**src/rtl/mem_arbiter.sv**
```systemverilog
// mem_arbiter: two-master burst-limited arbiter onto one memory port.
// Grants are combinational; read returns are flagged one cycle after the grant.
module mem_arbiter #(
  parameter int MAX_BURST = 4
) (
  input  logic        clk,
  input  logic        rst_n,
  input  logic        i_m0_req,
  input  logic [29:0] i_m0_addr,
  input  logic [31:0] i_m0_data,
  input  logic        i_m0_wren,
  input  logic [3:0]  i_m0_mask,
  output logic        o_m0_gnt,
  output logic        o_m0_rvalid,
  output logic [31:0] o_m0_rdata,
  input  logic        i_m1_req,
  input  logic [29:0] i_m1_addr,
  input  logic [31:0] i_m1_data,
  input  logic        i_m1_wren,
  input  logic [3:0]  i_m1_mask,
  output logic        o_m1_gnt,
  output logic        o_m1_rvalid,
  output logic [31:0] o_m1_rdata,
  output logic [29:0] o_addr,
  output logic [31:0] o_data,
  output logic        o_wren,
  output logic [3:0]  o_mask,
  input  logic [31:0] i_data
);
  typedef enum logic [1:0] {IDLE, OWN0, OWN1} state_t;
  localparam logic [7:0] MB = 8'(MAX_BURST);
  state_t      r_state, w_next;
  logic [7:0]  r_cnt, w_cnt;
  logic        r_last, w_last;
  logic        r_rv0, r_rv1;
  logic        w_g0, w_g1, w_same;
  always_ff @(posedge clk) begin
    if (!rst_n) begin
      r_state <= IDLE;
      r_cnt   <= 8'd0;
      r_last  <= 1'b1;
      r_rv0   <= 1'b0;
      r_rv1   <= 1'b0;
    end else begin
      r_state <= w_next;
      r_cnt   <= w_cnt;
      r_last  <= w_last;
      r_rv0   <= w_g0 & ~i_m0_wren;
      r_rv1   <= w_g1 & ~i_m1_wren;
    end
  end
  // the current owner keeps the port until its burst quota runs out while the other waits
  always_comb begin
    w_g0 = 1'b0;
    w_g1 = 1'b0;
    if (rst_n)
      case (r_state)
        IDLE: begin
          w_g0 = i_m0_req & (~i_m1_req | r_last);
          w_g1 = i_m1_req & ~w_g0;
        end
        OWN0: begin
          w_g0 = i_m0_req & ((r_cnt < MB) | ~i_m1_req);
          w_g1 = i_m1_req & ~w_g0;
        end
        OWN1: begin
          w_g1 = i_m1_req & ((r_cnt < MB) | ~i_m0_req);
          w_g0 = i_m0_req & ~w_g1;
        end
        default: ;
      endcase
    w_same = (w_g0 & (r_state == OWN0)) | (w_g1 & (r_state == OWN1));
    w_next = w_g0 ? OWN0 : w_g1 ? OWN1 : IDLE;
    w_last = w_g0 ? 1'b0 : w_g1 ? 1'b1 : r_last;
    w_cnt  = !(w_g0 | w_g1) ? r_cnt : !w_same ? 8'd1 : (r_cnt < MB) ? r_cnt + 8'd1 : r_cnt;
  end
  assign o_m0_gnt    = w_g0;
  assign o_m1_gnt    = w_g1;
  assign o_addr      = w_g0 ? i_m0_addr : w_g1 ? i_m1_addr : 30'd0;
  assign o_data      = w_g0 ? i_m0_data : w_g1 ? i_m1_data : 32'd0;
  assign o_wren      = w_g0 ? i_m0_wren : w_g1 ? i_m1_wren : 1'b0;
  assign o_mask      = w_g0 ? i_m0_mask : w_g1 ? i_m1_mask : 4'd0;
  assign o_m0_rvalid = r_rv0 & rst_n;
  assign o_m1_rvalid = r_rv1 & rst_n;
  assign o_m0_rdata  = i_data;
  assign o_m1_rdata  = i_data;
endmodule
```
**config.mk**
```make
export PLATFORM = sky130hd
export DESIGN_NAME = mem_arbiter
export DESIGN_NICKNAME = d
export VERILOG_FILES = /design/src/rtl/mem_arbiter.sv
export SDC_FILE = /design/constraint.sdc
export NUM_CORES = 1
export LEC_CHECK = 0
export ABC_AREA = 1
export BUFFER_PORTS_ARGS = -buffer_cell sky130_fd_sc_hd__buf_2
export CAP_MARGIN = 25
export CORE_AREA = 2 2 119 121
export DETAILED_ROUTE_END_ITERATION = 10
export DIE_AREA = 0 0 121 123
export SYNTH_ARGS = -nofsm -noshare
export SYNTH_HDL_FRONTEND = slang
export SYNTH_SLANG_ARGS = --single-unit
```
**constraint.sdc**
```tcl
create_clock -name clk -period 3.66 [get_ports clk]
set_input_delay 0 -clock clk [delete_from_list [all_inputs] [get_ports clk]]
set_output_delay 0 -clock clk [all_outputs]
set_load 0.01 [all_outputs]
```
# == Word-level counts from Yosys, hierarchy flattened ==
# Cells that the tools add are included.
# classes
addsub,1
reduce_logical,4
muxes,18
n_lt_le_gt_ge,1
bitwise,25
eq_ne,3
# op_table
operator,count
two-way mux 32 bit,2
two-way mux 30 bit,2
two-way mux 8 bit,2
bitwise AND 1 bit,12
"adder 8 x 1 -> 8 bit, second input constant",1
"less-than comparator 8 x 3 -> 1 bit, second input constant",1
two-way mux 4 bit,2
inverter 1 bit,8
two-way mux 1 bit,7
one-hot mux 1 bit (3 select lines),2
OR 1 bit,5
"equality test 2 x 1 -> 1 bit, second input constant",1
"equality test 2 bit, second input constant",1
zero test 2 bit,1
two-way mux 2 bit,1
"!= test 2 x 1 -> 1 bit, second input constant",1
AND reduction 2 bit,1
nonzero test 2 bit,1
OR reduction 2 bit,1
# totals
ff_bits,13

# == Longest topological paths before layout ==
# Gate-level depths: netlist of the first run.
# logic_depth
ltp_word,11
ltp_mapped,12
depth_no_buf,12

# == Least setup slack after synthesis of the first run ==
# OpenSTA, ideal clock, no wires.
# synth_timing
path_type,flip-flop to output port
from,register r_cnt[4]
to,output o_data[10]
setup_slack_ns,2.261
n_path_buf,2
required_ns,3.660
stages_incl_launch_ff,12
arrival_time_ns,1.399
path_cell_list,dfxtp_1 > nor2_1 > nand3_2 > nand2_1 > nand2_1 > nand2_1 > nand2_2 > nand2_4 > inv_2 > buf_6 > buf_6 > a22o_1
# synth_between
elab_chain_cells,9
# synth_lines
element,line_no,text
start: declaration,33,"logic [7:0] r_cnt, w_cnt;"
start signal: assignment,46,r_cnt <= w_cnt;
less-than comparator 8 x 3 -> 1 bit (*),"63, 67",
OR 1 bit,63,w_g0 = i_m0_req & ((r_cnt < MB) | ~i_m1_req);
bitwise AND 1 bit,63,
inverter 1 bit,64,w_g1 = i_m1_req & ~w_g0;
bitwise AND 1 bit,64,
one-hot mux 1 bit (3 select lines),57,case (r_state)
two-way mux 1 bit,56,if (rst_n)
two-way mux 32 bit,80,assign o_data = w_g0 ? i_m0_data : w_g1 ? i_m1_data : 32'd0;
two-way mux 32 bit (*),80,
end: declaration,25,"output logic [31:0] o_data,"
# Mark *: on every way between the ends. The rest lies on a longest branch, timed or not.

# == Final worst setup path of the first run ==
# layout_timing
from,register r_cnt[7]
to,output o_data[16]
# Same word-level chain as after synthesis.

==> results of run 1 <==
## layout make-up
| cell class | count | share of cell area |
|---|---|---|
| repair buffers | 213 | 0.4136 |
| clock inverters | 1 | 0.001910 |
| clock buffers | 3 | 0.02865 |
| flip-flops and latches | 13 | 0.09933 |
| diodes | 1 | 0.0009551 |
| inverters | 15 | 0.02149 |
| multi-input cells | 131 | 0.3481 |
| well taps | 180 | 0.08596 |
## final timing paths
path	startpoint	endpoint	cells after the start
setup / recovery	r_cnt[7]	o_data[16]	10
setup reg to reg	r_cnt[7]	r_cnt[0]	12
hold / removal	i_data[0]	o_m0_rdata[0]	0
hold reg to reg	r_cnt[2]	r_cnt[2]	2
## state kept, by name, indices dropped and copies added, names as in the netlist
name	cells
r_cnt	8
r_state	2
r_last	1
r_rv0	1
r_rv1	1
## layout by cell type, fill, tap and decap left out
cell type,n
buf_2,208
dlygate4sd3_1,2
a21oi_2,1
dfxtp_1,13
nand3b_1,1
o21ai_2,1
a21oi_1,1
nand2_2,4
nor2_1,20
ha_1,1
clkinv_2,1
nand3_1,8
nand3_4,1
nand4_1,3
a22o_1,66
nand2_4,2
buf_4,3
o31ai_1,1
inv_2,3
inv_1,12
clkbuf_16,3
nand3_2,1
diode_2,1
nand2_1,20
## layer usage
metal / up-vias / track usage / routed length [um]
met4: 0 / 0.04942 / 356
met2: 188 / 0.1436 / 3780
met3: 16 / 0.06458 / 1551
met5: - / 0 / 0
li1: 1055 / - / -
met1: 969 / 0.1007 / 2962
## per-stage QoR
stage / power [mW] / cell area [sq um] / instances / util
after floorplan: 0.4610 / 1821 / 238 / -
after global placement: 0.5609 / 2517 / 550 / 0.1849
after detailed placement: 0.5602 / 2517 / 550 / 0.1849
after CTS: 0.7711 / 2618 / 556 / 0.1923
after global routing: 0.8174 / 2620 / 557 / 0.1925
final: 0.7653 / 2620 / 557 / 0.1925
## power groups by stage
stage / logic (mW) / registers [mW] / clock network, mW
2_1_floorplan: 0.301 / 0.160 / 0
3_3_place_gp: 0.399 / 0.162 / 0
3_5_place_dp: 0.398 / 0.162 / 0
4_1_cts: 0.402 / 0.159 / 0.210
5_1_grt: 0.439 / 0.160 / 0.219
6_report: 0.401 / 0.159 / 0.205
## synthesized netlist by cell type
library cell	number
buf_2	8
nand3_2	1
a22o_1	66
buf_6	6
dfxtp_1	13
nand3b_1	1
a21oi_2	1
ha_1	1
o31ai_1	1
inv_2	3
inv_1	12
a21oi_1	1
buf_4	64
nand3_1	8
nor2_1	20
nand2_1	20
nand3_4	1
nand2_4	2
nand4_1	3
nand2_2	4
clkbuf_1	1
o21ai_2	1
## cells by family (layout without fill, tap and decap cells)
group | count (synthesis) | after routing | share of synthesized area
buffers and inverters | 94 | 232 | 0.3560
DFF | 13 | 13 | 0.1430
AOI/OAI and AO/OA | 70 | 70 | 0.3340
other | 0 | 1 | 0
adders and majority gates | 1 | 1 | 0.006872
and+or+nand+nor | 60 | 60 | 0.1601
## worst reg2reg max path: cells and delay by family, from the launching register on
kind / cells / cell delay (ns)
AND/OR/NAND/NOR: 12 / 1.14
flip-flops: 1 / 0.30
## repair_timing
item                      CTS  global route
resized for setup           0             0
hold buffers                2             0
buffers inserted            0             0
hold endpoints to repair    2             0
==> impl_metrics.env, run 1 <==
export IMPL_status="finished clean"
export IMPL_firstDrtPassIters=4
export IMPL_switchingPower_mw=0.2779
export IMPL_antenna_found_initial=1
export IMPL_wl_um=8650
export IMPL_critical_path_buf_inv_count=3
export IMPL_worst_clock_skew_ns=0.003700
export IMPL_p_sw_frac=0.3632
export IMPL_multi_input_area_sq_um=912.1
export IMPL_clock_path_buffers=2
export IMPL_root_buffer="clkbuf_16"
export IMPL_die_h_um=123
export IMPL_power_density_nw_per_um2=292.1
export IMPL_final_seq_area_sq_um=260.3
export IMPL_via_count=2228
export IMPL_timing_final_ws_setup_ns=1.231
export IMPL_worstHoldPathType="in -> out"
export IMPL_clock_sinks=13
export IMPL_rows=43
export IMPL_peakVddDrop_mv=0.2140
export IMPL_io_pins=305
export IMPL_ff2ff_setup_slack_ns=2.12
export IMPL_portBuffers=208
export IMPL_via_per_inst=4.000
export IMPL_wl_per_cell_um=15.53
export IMPL_critPathTopFamily="buffers and inverters"
export IMPL_die_area_sq_um=14880
export IMPL_ys_seq_area_frac=0.1430
export IMPL_syn_area_sq_um=1820
export IMPL_finalSetupViolations=0
export IMPL_drtAntennaViolNets=0
export IMPL_p_seq_frac=0.208
export IMPL_grt_pass1_wl_um=10430
export IMPL_max_stage_delay_ns=0.47
export IMPL_area_growth_pct=43.92
export IMPL_path_cells="nor2_1 > nand3_2 > nand2_1 > a21oi_2 > nand2_2 > nand2_4 > inv_2 > buf_4 > a22o_1 > buf_2"
export IMPL_synth_seq_cells=13
export IMPL_clock_latency_ns=0.24
export IMPL_placeableCoreArea_sq_um=13610
export IMPL_fin_hold_ws_ns=0.000007623
export IMPL_numCtsBuffers=3
export IMPL_avgSynthCellArea_sq_um=7.649
export IMPL_comb_power_share=0.524
export IMPL_slew_violations=0
export IMPL_cp_data_arrival_time_ns=2.43
export IMPL_path_clk_slew_ns=0.05
export IMPL_cpMaxStageDelayCell="inv_2"
export IMPL_required_ns=3.66
export IMPL_fin_tns_setup_ns=0
export IMPL_fin_crit_ns=2.429
export IMPL_worstSetupEndpointType="primary output"
export IMPL_worst_slew_pin_slew_ns=0.6331
export IMPL_gr_total_overflow=0
export IMPL_htreeDepth=1
export IMPL_fmax_mhz=411.7
export IMPL_finalHoldViolCount=0
export IMPL_cts_tree="built"
export IMPL_nets=548
export IMPL_drc_errors=0
export IMPL_leakage_nw=1.550
export IMPL_p_clk_frac=0.268
export IMPL_rsz0062_at_grt="false"
export IMPL_worstSetupPathType="reg -> out"
export IMPL_synth_cells=238
export IMPL_synth_area_leader_cell="a22o_1"
export IMPL_grt_max_degree=39
export IMPL_filler_cell_count=1522
export IMPL_grt_usage=0.09528
export IMPL_ys_warn_count=0
export IMPL_drive_gt1_frac=0.6064
export IMPL_synth_distinct_cells=22
export IMPL_synth_nets=409
export IMPL_die_w_um=121
export IMPL_dpl_worst_slack_ns=1.479
export IMPL_routabilityCongestion=0.7915
export IMPL_slew_headroom=0.5773
export IMPL_hpwl_um=7478
export IMPL_initial_utilization=0.1337
export IMPL_fin_crit_sh=0.6637
export IMPL_grt_pass1_vias=1839
export IMPL_startpoint_type="flop"
export IMPL_synth_top_area_frac=0.3175
export IMPL_crit_path_max_fanout=38
export IMPL_p_int_mw=0.4874
export IMPL_drt_iter0_drc=71
export IMPL_drv_cap=0
export IMPL_yosys_top_cells_area="a22o_1, buf_4, dfxtp_1, nand2_1, nor2_1"
(Power assumes the default switching activity.)
==> run 2, diff against run 1 <==
==> constraint.sdc (replaced) <==
create_clock -name clk -period 2.21 [get_ports clk]
set_input_delay 0 -clock clk [delete_from_list [all_inputs] [get_ports clk]]
set_output_delay 0 -clock clk [all_outputs]
set_load 0.01 [all_outputs]
==> run 2 against run 1 <==
Against the previous run:
- global-route usage up 0.098 points
- total power up 67%
- critical path type unchanged
- critical endpoint unchanged
- critical path depth up 1
- utilization up 0.10 points
- combinational power up 68%
- largest cell class unchanged
- hold slack about the same
- sequential power up 65%
- routed wire length up 0.13%
==> impl_metrics.env, run 2 (synthesis gave the netlist of run 1 again) <==
export IMPL_antenna_found_initial=0
export IMPL_mostFrequentLayoutCells="buf_2, a22o_1, nor2_1, nand2_1, dfxtp_1"
export IMPL_gr_usage_met2=0.1457
export IMPL_via_count=2249
export IMPL_layout_commonest_cell="buf_2"
export IMPL_wl_per_cell_um=15.61
export IMPL_worst_clock_skew_ns=0.0003176
export IMPL_startpoint_type="flop"
export IMPL_p_sw_frac=0.3602
export IMPL_die_h_um=123
export IMPL_max_stage_delay_ns=0.34
export IMPL_fin_crit_ns=1.986
export IMPL_rows=43
export IMPL_p_clk_frac=0.267
export IMPL_placeableCoreArea_sq_um=13610
export IMPL_total_power_mw=1.277
export IMPL_top_usage_layer="met2"
export IMPL_grt_use_met1=0.09852
export IMPL_top_register="r_cnt"
export IMPL_peakVddDrop_mv=0.3077
export IMPL_grt_pass1_vias=1855
export IMPL_filler_cell_count=1524
export IMPL_power_density_nw_per_um2=485.0
export IMPL_clock_sinks=13
export IMPL_die_area_sq_um=14880
export IMPL_io_pins=305
export IMPL_largest_reg_flops=8
export IMPL_fin_tns_setup_ns=0
export IMPL_drive_gt1_frac=0.6027
export IMPL_holdBufCountCts=2
export IMPL_portBuffers=208
export IMPL_grt_pass1_wl_um=10430
export IMPL_final_util=0.1935
export IMPL_nets=547
export IMPL_leakage_nw=1.549
export IMPL_drtAntennaViolNets=0
export IMPL_grt_max_degree=62
export IMPL_finalSetupViolations=0
export IMPL_grt_usage=0.09627
export IMPL_switchingPower_mw=0.4602
export IMPL_clock_latency_ns=0.24
export IMPL_rsz0062_at_grt="false"
export IMPL_via_per_inst=4.052
export IMPL_drt_iter0_drc=74
export IMPL_die_w_um=121
export IMPL_path_cells="nor2_1 > nand3_2 > nand2_1 > nand2_1 > nand2_1 > nand2_2 > nand2_4 > inv_2 > buf_12 > a22o_1 > buf_2"
export IMPL_cp_data_arrival_time_ns=1.99
export IMPL_gr_total_overflow=0
export IMPL_cpMaxStageDelayCell="dfxtp_1"
export IMPL_root_buffer="clkbuf_16"
export IMPL_fin_crit_sh=0.8985
export IMPL_status="finished clean"
export IMPL_htreeDepth=1
export IMPL_drc_errors=0
export IMPL_worstHoldPathType="in -> out"
export IMPL_cts_tree="built"
export IMPL_finalHoldViolCount=0
export IMPL_met3_usage=0.06596
export IMPL_worstSetupEndpointType="primary output"
export IMPL_clock_path_buffers=2
export IMPL_worst_slew_pin_slew_ns=0.2784
export IMPL_initial_utilization=0.1337
export IMPL_fmax_mhz=503.6
export IMPL_worstSetupPathType="reg -> out"
export IMPL_slew_violations=0
export IMPL_top_regs="r_cnt x8, r_state x2"
export IMPL_post_cts_setup_buffer_count=0
export IMPL_slew_headroom=0.8144
export IMPL_routabilityCongestion=0.7391
export IMPL_crit_path_max_fanout=57
export IMPL_firstDrtPassIters=4
export IMPL_cp_common_cell="nand2_1"
export IMPL_area_growth_pct=44.67
export IMPL_p_int_mw=0.8173
export IMPL_drv_cap=0
export IMPL_comb_power_share=0.527
export IMPL_hpwl_um=7436
export IMPL_path_clk_slew_ns=0.04
export IMPL_numCtsBuffers=3
export IMPL_required_ns=2.21
export IMPL_insertedDiodeCount=0
export IMPL_ctsResizeCount=0
export IMPL_wl_um=8661
export IMPL_p_seq_frac=0.206
[run 2: changes by cell type in the layout (fill, tap and decap cells not counted)]
cell	before	now
buf_12	0	2
buf_4	3	0
clkbuf_1	0	1
clkinv_2	1	0
diode_2	1	0
[run 2: final cells by class]
cell class              instances  area (sq um)  area share
clock buffers                   4         78.83     0.02993
inverters                      15         56.30     0.02138
multi-input cells             131         912.1      0.3463
flip-flops and latches         13         260.3     0.09881
well taps                     180         225.2     0.08551
repair buffers                212          1101      0.4181
[run 2: critical path, delay by kind of cell, from the launching register on]
kind / cells / cell delay (ns)
and+or+nand+nor: 7 / 0.55
AOI/OAI and AO/OA: 1 / 0.22
buffers and inverters: 3 / 0.59
DFF: 1 / 0.34
[run 2: path summary, 6_finish.rpt]
check	start	to	slack (ns)	cells past startpoint
max reg2reg	r_cnt[7]	r_cnt[0]	0.68	12
min	i_data[0]	o_m0_rdata[0]	0.000008	0
max	r_cnt[5]	o_data[16]	0.22	11
min reg2reg	r_cnt[2]	r_cnt[2]	0.45	2
[run 2: metrics by stage]
stage / instances / area [sq um] / hold slack [ns] / setup WS [ns]
floorplan: 238 / 1821 / 0.07238 / 0.8109
global placement: 549 / 2535 / 0.0001061 / 0.5099
detailed placement: 549 / 2535 / 0.0001061 / 0.4904
CTS: 555 / 2634 / 0.0001061 / 0.2239
global route: 555 / 2634 / 0.00002522 / 0.05177
finish: 555 / 2634 / 0.000007657 / 0.2243
[run 2: metal layers]
metal	up-vias	share of wire
met3	17	0.17
li1	1050	-
met4	0	0.046
met1	988	0.34
met5	-	0
met2	194	0.44
[run 2: power by group through the flow]
stage | Combinational [mW] | Clock (mW) | Sequential, mW
after floorplan | 0.499 | 0 | 0.264
after global placement | 0.667 | 0 | 0.267
after detailed placement | 0.666 | 0 | 0.268
after CTS | 0.671 | 0.352 | 0.264
after global routing | 0.732 | 0.366 | 0.266
final | 0.673 | 0.341 | 0.263
